### src/rtl/i2c_init_sequencer.sv
// i2c_init_sequencer
//   Upstream command source for the I2C frame transmitter. An i_go rising edge
//   walks a table of (register address, data) entries. Each ordinary entry is
//   issued as one register-write frame through a level start/complete handshake.
//   Entries whose address equals DELAY_TAG insert a wait of data*DELAY_UNIT
//   cycles instead. A watchdog aborts a frame stuck in ISSUE/RELEASE.
//   The default table brings up a PCA9685 for 50 Hz PWM.
// Ports:
//   controller_clk  sequencer clock (same divided clock as the transmitter)
//   i_rst_n         asynchronous active-low reset
//   i_go            rising edge starts a sequence when idle
//   i_complete      completion flag from the frame transmitter
//   o_start         level-held start request to the transmitter
//   o_reg_addr      register address of the current entry
//   o_data          data byte of the current entry
//   o_busy          sequence in progress
//   o_done          sticky success flag, cleared by the next accepted i_go
//   o_error         sticky watchdog-abort flag, cleared by the next accepted i_go
//   o_index         current entry index (failing entry after an error)
module i2c_init_sequencer #(
   parameter int unsigned  N_ENTRIES   = 5,
   parameter logic [7:0]   DELAY_TAG   = 8'hFF,
   parameter int unsigned  DELAY_UNIT  = 1000,
   parameter int unsigned  GAP_CYC     = 4,
   parameter int unsigned  TIMEOUT_CYC = 4096,
   // Entry i occupies bits [16*i +: 16] as {reg_addr, data}.
   parameter logic [255:0] TABLE       = {176'h0, 16'h00A0, 16'hFF01,
                                          16'h0000, 16'hFE79, 16'h0010}
) (
   input  logic       controller_clk,
   input  logic       i_rst_n,
   input  logic       i_go,
   input  logic       i_complete,
   output logic       o_start,
   output logic [7:0] o_reg_addr,
   output logic [7:0] o_data,
   output logic       o_busy,
   output logic       o_done,
   output logic       o_error,
   output logic [3:0] o_index
);

   localparam int DLY_W = $clog2(255 * DELAY_UNIT + 1);
   localparam int WD_W  = $clog2(TIMEOUT_CYC + 1);
   localparam int GAP_W = (GAP_CYC > 1) ? $clog2(GAP_CYC + 1) : 1;

   typedef enum logic [3:0] {
      S_IDLE, S_LOAD, S_ISSUE, S_RELEASE, S_GAP, S_DELAY, S_NEXT, S_DONE, S_ERROR
   } state_t;

   state_t             state;
   logic               go_q;
   logic               go_rise;
   logic [DLY_W-1:0]   dly_cnt;
   logic [WD_W-1:0]    wdog;
   logic [GAP_W-1:0]   gap_cnt;
   logic [15:0]        entry;
   logic               wd_expired;

   assign go_rise    = i_go & ~go_q;
   assign wd_expired = (wdog == WD_W'(TIMEOUT_CYC - 1));

   always_comb begin
      entry = TABLE[{o_index, 4'b0000} +: 16];
   end

   always_ff @(posedge controller_clk or negedge i_rst_n) begin
      if (!i_rst_n) begin
         state      <= S_IDLE;
         go_q       <= 1'b0;
         dly_cnt    <= '0;
         wdog       <= '0;
         gap_cnt    <= '0;
         o_start    <= 1'b0;
         o_reg_addr <= '0;
         o_data     <= '0;
         o_busy     <= 1'b0;
         o_done     <= 1'b0;
         o_error    <= 1'b0;
         o_index    <= '0;
      end else begin
         go_q <= i_go;
         case (state)
            S_IDLE: begin
               o_busy <= 1'b0;
               if (go_rise) begin
                  o_done  <= 1'b0;
                  o_error <= 1'b0;
                  o_index <= '0;
                  o_busy  <= 1'b1;
                  state   <= S_LOAD;
               end
            end
            S_LOAD: begin
               o_reg_addr <= entry[15:8];
               o_data     <= entry[7:0];
               if (entry[15:8] == DELAY_TAG) begin
                  if (entry[7:0] != 8'h00) begin
                     dly_cnt <= DLY_W'(entry[7:0]) * DLY_W'(DELAY_UNIT);
                     state   <= S_DELAY;
                  end else begin
                     state <= S_NEXT;
                  end
               end else begin
                  wdog    <= '0;
                  o_start <= 1'b1;
                  state   <= S_ISSUE;
               end
            end
            // Watchdog expiry is tested before i_complete so a late completion
            // arriving on the final allowed cycle still aborts.
            S_ISSUE: begin
               if (wd_expired) begin
                  o_start <= 1'b0;
                  state   <= S_ERROR;
               end else begin
                  wdog <= wdog + WD_W'(1);
                  if (i_complete) begin
                     o_start <= 1'b0;
                     state   <= S_RELEASE;
                  end
               end
            end
            S_RELEASE: begin
               o_start <= 1'b0;
               if (wd_expired) begin
                  state <= S_ERROR;
               end else begin
                  wdog <= wdog + WD_W'(1);
                  if (!i_complete) begin
                     if (GAP_CYC == 0) begin
                        state <= S_NEXT;
                     end else begin
                        gap_cnt <= GAP_W'(GAP_CYC);
                        state   <= S_GAP;
                     end
                  end
               end
            end
            S_GAP: begin
               if (gap_cnt == GAP_W'(1)) state <= S_NEXT;
               else                      gap_cnt <= gap_cnt - GAP_W'(1);
            end
            S_DELAY: begin
               if (dly_cnt == DLY_W'(1)) state <= S_NEXT;
               else                      dly_cnt <= dly_cnt - DLY_W'(1);
            end
            S_NEXT: begin
               if (o_index == 4'(N_ENTRIES - 1)) begin
                  state <= S_DONE;
               end else begin
                  o_index <= o_index + 4'd1;
                  state   <= S_LOAD;
               end
            end
            S_DONE: begin
               o_done <= 1'b1;
               o_busy <= 1'b0;
               state  <= S_IDLE;
            end
            S_ERROR: begin
               o_error <= 1'b1;
               o_busy  <= 1'b0;
               o_start <= 1'b0;
               state   <= S_IDLE;
            end
            default: state <= S_IDLE;
         endcase
      end
   end

endmodule

### config.mk
export PLATFORM = sky130hd
export DESIGN_NAME = i2c_init_sequencer
export DESIGN_NICKNAME = d
export VERILOG_FILES = /design/src/rtl/i2c_init_sequencer.sv
export SDC_FILE = /design/constraint.sdc
export NUM_CORES = 1
export LEC_CHECK = 0
export ABC_AREA = 1
export BUFFER_PORTS_ARGS = -buffer_cell sky130_fd_sc_hd__buf_4
export CAP_MARGIN = 20
export CORE_ASPECT_RATIO = 0.5
export CORE_MARGIN = 1.5
export CORE_UTILIZATION = 56
export DETAILED_ROUTE_END_ITERATION = 10
export GPL_TIMING_DRIVEN = 0
export PLACE_DENSITY = 0.77
export SLEW_MARGIN = 20
export SYNTH_ARGS = -nofsm -noshare
export SYNTH_HDL_FRONTEND = slang
export SYNTH_SLANG_ARGS = --single-unit
export TNS_END_PERCENT = 5
### constraint.sdc
create_clock -name controller_clk -period 3.8 [get_ports controller_clk]
set_input_delay 0.38 -clock controller_clk [delete_from_list [all_inputs] [get_ports controller_clk]]
set_output_delay 0.38 -clock controller_clk [all_outputs]
set_load 0.01 [all_outputs]
==> impl_metrics.tcl, run 1 <==
set metrics [dict create \
    drv_slew 0 \
    synth_top_area_cell "dfrtp_1" \
    ys_types 39 \
    final_area_um2 5240 \
    synthTopCellsByCount "nand2_1 (139), inv_1 (82), nor2_1 (64), dfrtp_1 (53), ha_1 (47)" \
    regArea_um2 1330 \
    initial_core_util 0.589 \
    violations "setup timing" \
    remaining_drc_errors 0 \
    netlist_area_um2 4390 \
    synth-async-reset-ratio 1.00 \
    rsz0062_at_grt "true" \
    overflow 0 \
    wire_per_inst_um 13.7 \
    fin_crit_sh 1.02 \
    clockBufferDepth 2 \
    antenna_found_initial 0 \
    avgSynthCellArea_um2 7.46 \
    num_vias 3925 \
    die_width_um 128 \
    fin_skew_ns 0.00374 \
    fmax_mhz 259 \
    drive_gt1_frac 0.213 \
    cp.required_ns 4.03 \
    cp-end-kind "register" \
    ys.flop_type "dfrtp_1" \
    cts.htree.levels 2 \
    timing.max_cap.violations 0 \
    reg2reg_from "o_index[3]$_DFFE_PN0P_" \
    drt-initial-drc-count 325 \
    tns_ns -0.0844 \
    multi_input_area_um2 2830 \
    synth-seq-cells 53 \
    fin_nets 699 \
    grt_usage 0.262 \
    drtPass1Iterations 5 \
    antennaDiodeCount 0 \
    finish.utilization 0.703 \
    grt_pass1_vias 3726 \
    die-area_um2 8420 \
    yosysMostFrequentCell "nand2_1" \
    hp-class "in2async" \
    min_period_ns 3.86 \
    grt_max_degree 54 \
    clkLatencyLatePin_ns 0.30 \
    clkTransAtPathRegs_ns 0.07 \
    r2r_end "dly_cnt[17]$_DFFE_PN0P_" \
    path_max_fanout 6 \
    slew_headroom 0.551 \
    viasPerCell 5.25 \
    final_hold_viol_count 0 \
    rr_worst_depth 19 \
    startpoint "o_index[3]$_DFFE_PN0P_" \
    path_class "reg2reg" \
    cts.sinks 53 \
    port_buffers 25 \
    gp_congestion 0.870 \
    reg2reg_setup_slack_ns -0.06 \
    grt_pass1_wl_um 17400 \
    cp.arrival_ns 4.09 \
    status "finished, violations left" \
    syn_to_final_growth_pct 19.3 \
    dpl_cell_area_um2 4820 \
    start_kind "register" \
    yosys_warnings 0 \
    yosysSeqAreaShare 0.302 \
    hold_buffers 0 \
    ioPinCount 28 \
    die_y_um 65.6 \
    synth_area_leaders "dfrtp_1 (30%), ha_1 (13%), nand2_1 (12%), inv_1 (7.0%), nor2_1 (5.5%)" \
    cts_root_buffer "clkbuf_16" \
    tightestPinTransition_ns 0.673 \
    dp_slack_ns -0.328 \
    synthCells 589 \
    synth_top_area_share 0.302 \
    worst_slack_ns -0.0610 \
    antenna_left 0 \
    setup_viol 2 \
    cts_tree "yes" \
    core.rowCount 22 \
    cts_buffers 5 \
    hpwlAfterDp_um 7290 \
    synth-edff-count 0 \
    fill_cells 596 \
    coreArea_um2 7460 \
    postRouteWirelength_um 10300 \
]
==> cells in the final DEF (no fill, tap or decap), types with 5 or more instances in the layout <==
cell type  instances
nand4_1            7
o21ai_2            7
inv_1             74
dfrtp_1           49
inv_2             10
a21oi_2            5
fa_1               8
o21ai_1            5
nor2_1            59
o21ai_0           25
nand2_2            5
xor2_1            18
o22ai_1            5
ha_4               9
nand3_1           43
ha_1              38
nor3_1             6
nand2_1          136
buf_4             50
clkbuf_16          5
nor2_4             5
a21oi_1           11
nor2_2             9
==> cell type report <==
type | instances | area share
clock buffer | 5 | 0.0239
multi-input combinational | 433 | 0.539
sequential | 53 | 0.254
timing repair buffer | 42 | 0.0632
inverter | 87 | 0.0652
buffer | 17 | 0.0243
tap | 108 | 0.0258
clock inverter | 3 | 0.00430
==> stage by stage <==
| stage | hold WS (ns) | cells |
|---|---|---|
| after CTS | 0.148 | 747 |
| after detailed placement | 0.468 | 723 |
| after global routing | 0.181 | 748 |
| final | 0.0957 | 748 |
| after floorplan | 0.0844 | 590 |
| after global placement | 0.458 | 723 |
==> layer usage <==
metal,vias up,wire length [um],part of all wire,track usage
li1,1965,-,-,-
met1,1848,5080,0.49,0.361
met2,99,4620,0.45,0.432
met3,13,486,0.047,0.0513
met4,0,96,0.0093,0.0534
met5,-,0,0,0
==> logic make-up after synthesis <==
group,after synthesis,synth area share
AO/OA/AOI/OAI,66,0.0880
XOR/XNOR,23,0.0458
adder cells (fa/ha/maj),56,0.175
buffers and inverters,104,0.103
flip-flops,53,0.302
multiplexers,2,0.00456
other,1,0.000853
AND/OR/NAND/NOR,284,0.281
==> sequential cells by signal, indices dropped and copies added (netlist names), 2 cells and up <==
register / cells
o_data: 4
dly_cnt: 18
wdog: 13
o_index: 4
state: 4
o_reg_addr: 2
gap_cnt: 3
==> worst max-delay path by stage <==
stage                              end  slack [ns]  cells past startpoint
2_1_floorplan  dly_cnt[17]$_DFFE_PN0P_        0.05                     19
3_3_place_gp   dly_cnt[17]$_DFFE_PN0P_       -0.26                     17
3_5_place_dp   dly_cnt[17]$_DFFE_PN0P_       -0.33                     18
4_1_cts        dly_cnt[17]$_DFFE_PN0P_       -0.05                     21
5_1_grt        dly_cnt[17]$_DFFE_PN0P_       -0.24                     21
6_report       dly_cnt[17]$_DFFE_PN0P_       -0.06                     19
==> critical path, stage by stage, from the launching register on <==
cell and delay, ns:
dfrtp_2 0.45, nor2_4 0.20, nand2_8 0.10, buf_12 0.14
fa_2 0.62, xnor2_2 0.08, ha_1 0.32, fa_1 0.58
ha_4 0.22, ha_4 0.28, nand2_2 0.08, inv_2 0.04
nand3_1 0.07, nand2_1 0.08, nand2_1 0.08, nand3_1 0.07
nand2_1 0.07, nor2_2 0.14, nor2_1 0.07, nor2_1 0.08
==> what timing repair did <==
| item | in CTS | in global routing |
|---|---|---|
| setup buffers | 16 | 1 |
| gates cloned | 0 | 0 |
| pin swaps | 20 | 8 |
| setup endpoints to repair | 5 | 6 |
| hold endpoints to repair | 0 | 0 |
| resized for setup | 17 | 12 |
Power of run 1 is left out: the tool's default activity adds up to more than one toggle a clock period on the data nets, which glitch-free logic cannot reach.
==> inputs of run 2 (changes only) <==
Settings changed: ABC_CLOCK_PERIOD_IN_PS set to 3800, BUFFER_PORTS_ARGS -buffer_cell sky130_fd_sc_hd__buf_4 to unset, CORE_UTILIZATION 56 to 53, DONT_BUFFER_PORTS set to 1, PLACE_DENSITY 0.77 to 0.71.
==> run 2 against run 1 <==
Against the previous run:
- non-clock buffer count shrank 24
- the flow still finishes with violations (setup timing)
- first-iteration DRC count shrank 20%
- global-route usage shrank 3.7 points
- count of clock-buffer cells in the layout grew 1
==> impl_metrics.tcl, run 2 (same netlist as run 1, synthesis figures left out) <==
set metrics [dict create \
    drive_gt1_frac 0.188 \
    cts.sinks 53 \
    path_cells "inv_2 > ha_4 > nand3_4 > inv_6 > nor2_4 > fa_2 > xnor2_2 > ha_1 > fa_1 > ha_4 > ha_4 > nand2_4 > inv_2 > nand3_2 > nand2_2 > nand2_2 > a21oi_4 > nor2_4 > nor2_1 > nor2_1" \
    slowest_delay_ns 0.57 \
    hpwlAfterDp_um 6950 \
    cp-end-kind "register" \
    num_vias 3745 \
    viasPerCell 5.14 \
    cts_buffers 5 \
    die-area_um2 8880 \
    remaining_drc_errors 0 \
    overflow 0 \
    syn_to_final_growth_pct 17.4 \
    grt_pass1_wl_um 16000 \
    largest_reg_flops 18 \
    drtPass1Iterations 5 \
    setup_viol 5 \
    start_kind "register" \
    holdWs_ns 0.114 \
    drt-initial-drc-count 259 \
    path_common_cell "ha_4" \
    regMostFlops "dly_cnt" \
    die_y_um 67.4 \
    die_width_um 132 \
    cts_root_buffer "clkbuf_16" \
    port_buffers 0 \
    path_depth 20 \
    rsz0062_at_grt "true" \
    grt_pass1_vias 3325 \
    cts_tree "yes" \
    cts.htree.levels 2 \
    fin_skew_ns 0.0116 \
    antennaDiodeCount 0 \
    min_period_ns 3.96 \
    clockBufferDepth 2 \
    grt_usage 0.225 \
    violations "setup timing" \
    timing.max_cap.violations 0 \
    antenna_found_initial 0 \
    critPathTopFamily "adder cells" \
    path_class "reg2reg" \
    cp.arrival_ns 4.14 \
    gp_congestion 0.849 \
    final_hold_viol_count 0 \
    postRouteWirelength_um 9900 \
    worst-path-buf-inv 3 \
    final_common_cell "nand2_1" \
    fin_nets 675 \
    core.rowCount 23 \
    clkTransAtPathRegs_ns 0.07 \
    cp.required_ns 3.98 \
    grt_max_degree 54 \
    status "finished, violations left" \
    hp-class "in2reg" \
    crit_slowest_cell "fa_1" \
    reg_top3 "dly_cnt: 18 flops, wdog: 13 flops" \
    clkLatencyLatePin_ns 0.29 \
    coreArea_um2 8030 \
    final_area_um2 5160 \
    path_max_fanout 7 \
    drv_slew 0 \
    dpl_cell_area_um2 4640 \
    layout_common_cells "nand2_1 (132), inv_1 (74), nor2_1 (61)" \
    rr_worst_depth 20 \
    holdPathStages 0 \
    ioPinCount 28 \
    antenna_left 0 \
    wire_per_inst_um 13.6 \
    fin_crit_sh 1.04 \
    fmax_mhz 253 \
    worst_slack_ns -0.158 \
    initial_core_util 0.547 \
]
[run 2: worst paths after layout]
check                                            start                      end  slack [ns]
max in group asynchronous                      i_rst_n   o_index[1]$_DFFE_PN0P_        2.93
min in group asynchronous                      i_rst_n      wdog[6]$_DFFE_PN0P_        0.60
worst max register to register  o_index[0]$_DFFE_PN0P_  dly_cnt[17]$_DFFE_PN0P_       -0.16
worst min register to register  gap_cnt[1]$_DFFE_PN0P_   gap_cnt[1]$_DFFE_PN0P_        0.48
worst min-delay path                              i_go           go_q$_DFF_PN0_        0.11
worst max-delay path            o_index[0]$_DFFE_PN0P_  dly_cnt[17]$_DFFE_PN0P_       -0.16
[run 2: through the flow]
step	instances	worst slack, ns	TNS (ns)	utilization
floorplan	590	0.0522	0	-
CTS	723	-0.157	-0.414	0.625
detailed placement	702	-0.321	-1.18	0.578
finish	728	-0.158	-0.529	0.642
global placement	702	-0.341	-1.19	0.578
global route	728	-0.301	-1.49	0.642
[run 2: per-layer routing]
layer | track usage | up-vias | wire, um
met2 | 0.368 | 64 | 4570
met1 | 0.325 | 1754 | 4950
met5 | 0 | - | 0
li1 | - | 1919 | -
met3 | 0.0323 | 8 | 323
met4 | 0.0389 | 0 | 62
[run 2: cell type report]
class | count | area (um2)
sequential | 53 | 1330
clock inverter | 2 | 37.5
multi-input combinational | 433 | 2870
buffer | 17 | 128
inverter | 87 | 342
fill | 674 | 2870
tap | 112 | 140
timing repair buffer | 18 | 170
clock buffer | 6 | 139
[run 2: what timing repair did]
| action | 4_1_cts | 5_1_grt |
|---|---|---|
| endpoints found under the hold margin | 53 | 0 |
| hold buffers | 2 | 0 |
| setup endpoints to repair | 5 | 6 |
| gates resized for setup | 14 | 20 |
| buffers inserted | 11 | 5 |
| pin swaps | 18 | 19 |
Power of run 2 is left out for the same reason.
==> inputs of run 3 (changes only) <==
Settings changed: RECOVER_POWER set to 25.
==> run 3 against run 2 <==
Against the previous run:
- the run ends with capacitance limit, slew limit, setup timing left
- register-to-register slack hardly changed
- wire length hardly changed
- final area is 0.34% lower
- maximum frequency stayed put
- first-iteration DRC count stayed put
- cell count stayed put
- count of clock-buffer cells in the layout stayed put
- sequential share of layout area is 0.088 points higher
- global-route usage stayed put
- critical path depth stayed put
- worst setup slack stayed put
- critical endpoint unchanged
==> impl_metrics.tcl, run 3 (same netlist as run 1, synthesis figures left out) <==
set metrics [dict create \
    status "finished, violations left" \
    violations "capacitance limit, slew limit, setup timing" \
    min_period_ns 3.96 \
    fill_cells 677 \
    start_kind "register" \
    overflow 0 \
    layout_common_cells "nand2_1 (132), inv_1 (74), nor2_1 (61)" \
    initial_core_util 0.547 \
    grt_max_degree 54 \
    path_class "reg2reg" \
    cts_buffers 5 \
    regArea_um2 1330 \
    setup_viol 5 \
    grt_pass1_wl_um 16000 \
    cp-end-kind "register" \
    ioPinCount 28 \
    regMostFlops "dly_cnt" \
    finish.utilization 0.640 \
    die-area_um2 8880 \
    drt-initial-drc-count 259 \
    place_inst 702 \
    path_cells "inv_2 > ha_4 > nand3_4 > inv_6 > nor2_4 > fa_2 > xnor2_2 > ha_1 > fa_1 > ha_4 > ha_4 > nand2_4 > inv_2 > nand3_2 > nand2_2 > nand2_2 > a21oi_4 > nor2_4 > nor2_1 > nor2_1" \
    final_common_cell "nand2_1" \
    drive_gt1_frac 0.187 \
    clkLatencyLatePin_ns 0.29 \
    tightestPinTransition_ns 2.49 \
    fin_crit_sh 1.04 \
    clkTransAtPathRegs_ns 0.07 \
    cts_root_buffer "clkbuf_16" \
    remaining_drc_errors 0 \
    holdPathStages 0 \
    fin_nets 675 \
    dp_slack_ns -0.321 \
    drv_slew 54 \
    grt_pass1_vias 3325 \
    layout.cells.non_filler 728 \
    r2r_end "dly_cnt[17]$_DFFE_PN0P_" \
    antenna_found_initial 0 \
    path_common_cell "ha_4" \
    viasPerCell 5.14 \
    syn_to_final_growth_pct 17.0 \
    antenna_left 0 \
    fin_skew_ns 0.0116 \
    fmax_mhz 253 \
    num_vias 3743 \
    largest_reg_flops 18 \
    clockBufferDepth 2 \
    coreArea_um2 8030 \
    drtPass1Iterations 5 \
    reg_top3 "dly_cnt: 18 flops, wdog: 13 flops" \
    slowest_delay_ns 0.57 \
    hp-class "in2reg" \
    tns_ns -0.529 \
    hold_start "i_go" \
    wire_per_inst_um 13.6 \
    timing.max_cap.violations 1 \
    cts_tree "yes" \
    rr_worst_depth 20 \
    crit_slowest_cell "fa_1" \
    min_to "go_q$_DFF_PN0_" \
    slew_headroom -0.661 \
    reg2reg_setup_slack_ns -0.16 \
    cp.arrival_ns 4.14 \
    core.rowCount 23 \
    rsz0062_at_grt "true" \
    path_max_fanout 7 \
    final_hold_viol_count 0 \
    antennaDiodeCount 0 \
    reg2reg_from "o_index[0]$_DFFE_PN0P_" \
    gp_congestion 0.849 \
    worst_slack_ns -0.158 \
    port_buffers 0 \
    die_width_um 132 \
    grt_usage 0.225 \
    postRouteWirelength_um 9900 \
    cts.sinks 53 \
    die_y_um 67.4 \
    multi_input_area_um2 2870 \
    hpwlAfterDp_um 6950 \
    cts.htree.levels 2 \
    cp.required_ns 3.98 \
]
[run 3: per-stage QoR]
step                      hold WS (ns)  area, um2
after detailed placement        0.0861       4640
after CTS                        0.112       5020
after global placement          0.0857       4640
final                            0.114       5140
after floorplan                 0.0844       4500
after global routing            0.0999       5140
[run 3: timing repair]
action / 4_1_cts / 5_1_grt
hold buffers: 2 / 0
gates cloned: 0 / 0
setup buffers: 11 / 5
endpoints found under the setup margin: 5 / 6
resized for setup: 14 / 20
hold endpoints to repair: 53 / 0
pin swaps: 18 / 19
[run 3: cell type report]
type,count,area share
Sequential cell,53,0.259
Buffer,17,0.0248
Inverter,87,0.0665
Timing Repair Buffer,18,0.0297
Tap cell,112,0.0273
Clock buffer,6,0.0270
Multi-Input combinational cell,433,0.558
Clock inverter,2,0.00730
[run 3: worst max-delay path: cells and delay by family, from the launching register on]
kind	cells	cell delay [ns]
fa+ha+maj	6	2.09
simple gates	9	0.73
flops	1	0.48
buf+inv	3	0.18
xor+xnor	1	0.17
compound gates	1	0.16
[run 3: routing by layer]
layer / vias up / GRT usage / part of all wire
met5: - / 0 / 0
met4: 0 / 0.0389 / 0.0063
met3: 8 / 0.0323 / 0.033
met2: 64 / 0.368 / 0.46
met1: 1752 / 0.325 / 0.50
li1: 1919 / - / -
[run 3: worst max path at each step]
stage	from	end	slack, ns	cells after the start
finish	o_index[0]$_DFFE_PN0P_	dly_cnt[17]$_DFFE_PN0P_	-0.16	20
global route	o_index[0]$_DFFE_PN0P_	dly_cnt[17]$_DFFE_PN0P_	-0.30	21
CTS	o_index[1]$_DFFE_PN0P_	dly_cnt[17]$_DFFE_PN0P_	-0.16	19
detailed placement	o_index[1]$_DFFE_PN0P_	dly_cnt[17]$_DFFE_PN0P_	-0.32	18
global placement	o_index[1]$_DFFE_PN0P_	dly_cnt[17]$_DFFE_PN0P_	-0.34	18
floorplan	o_index[3]$_DFFE_PN0P_	dly_cnt[17]$_DFFE_PN0P_	0.05	19
Power of run 3 is left out for the same reason.
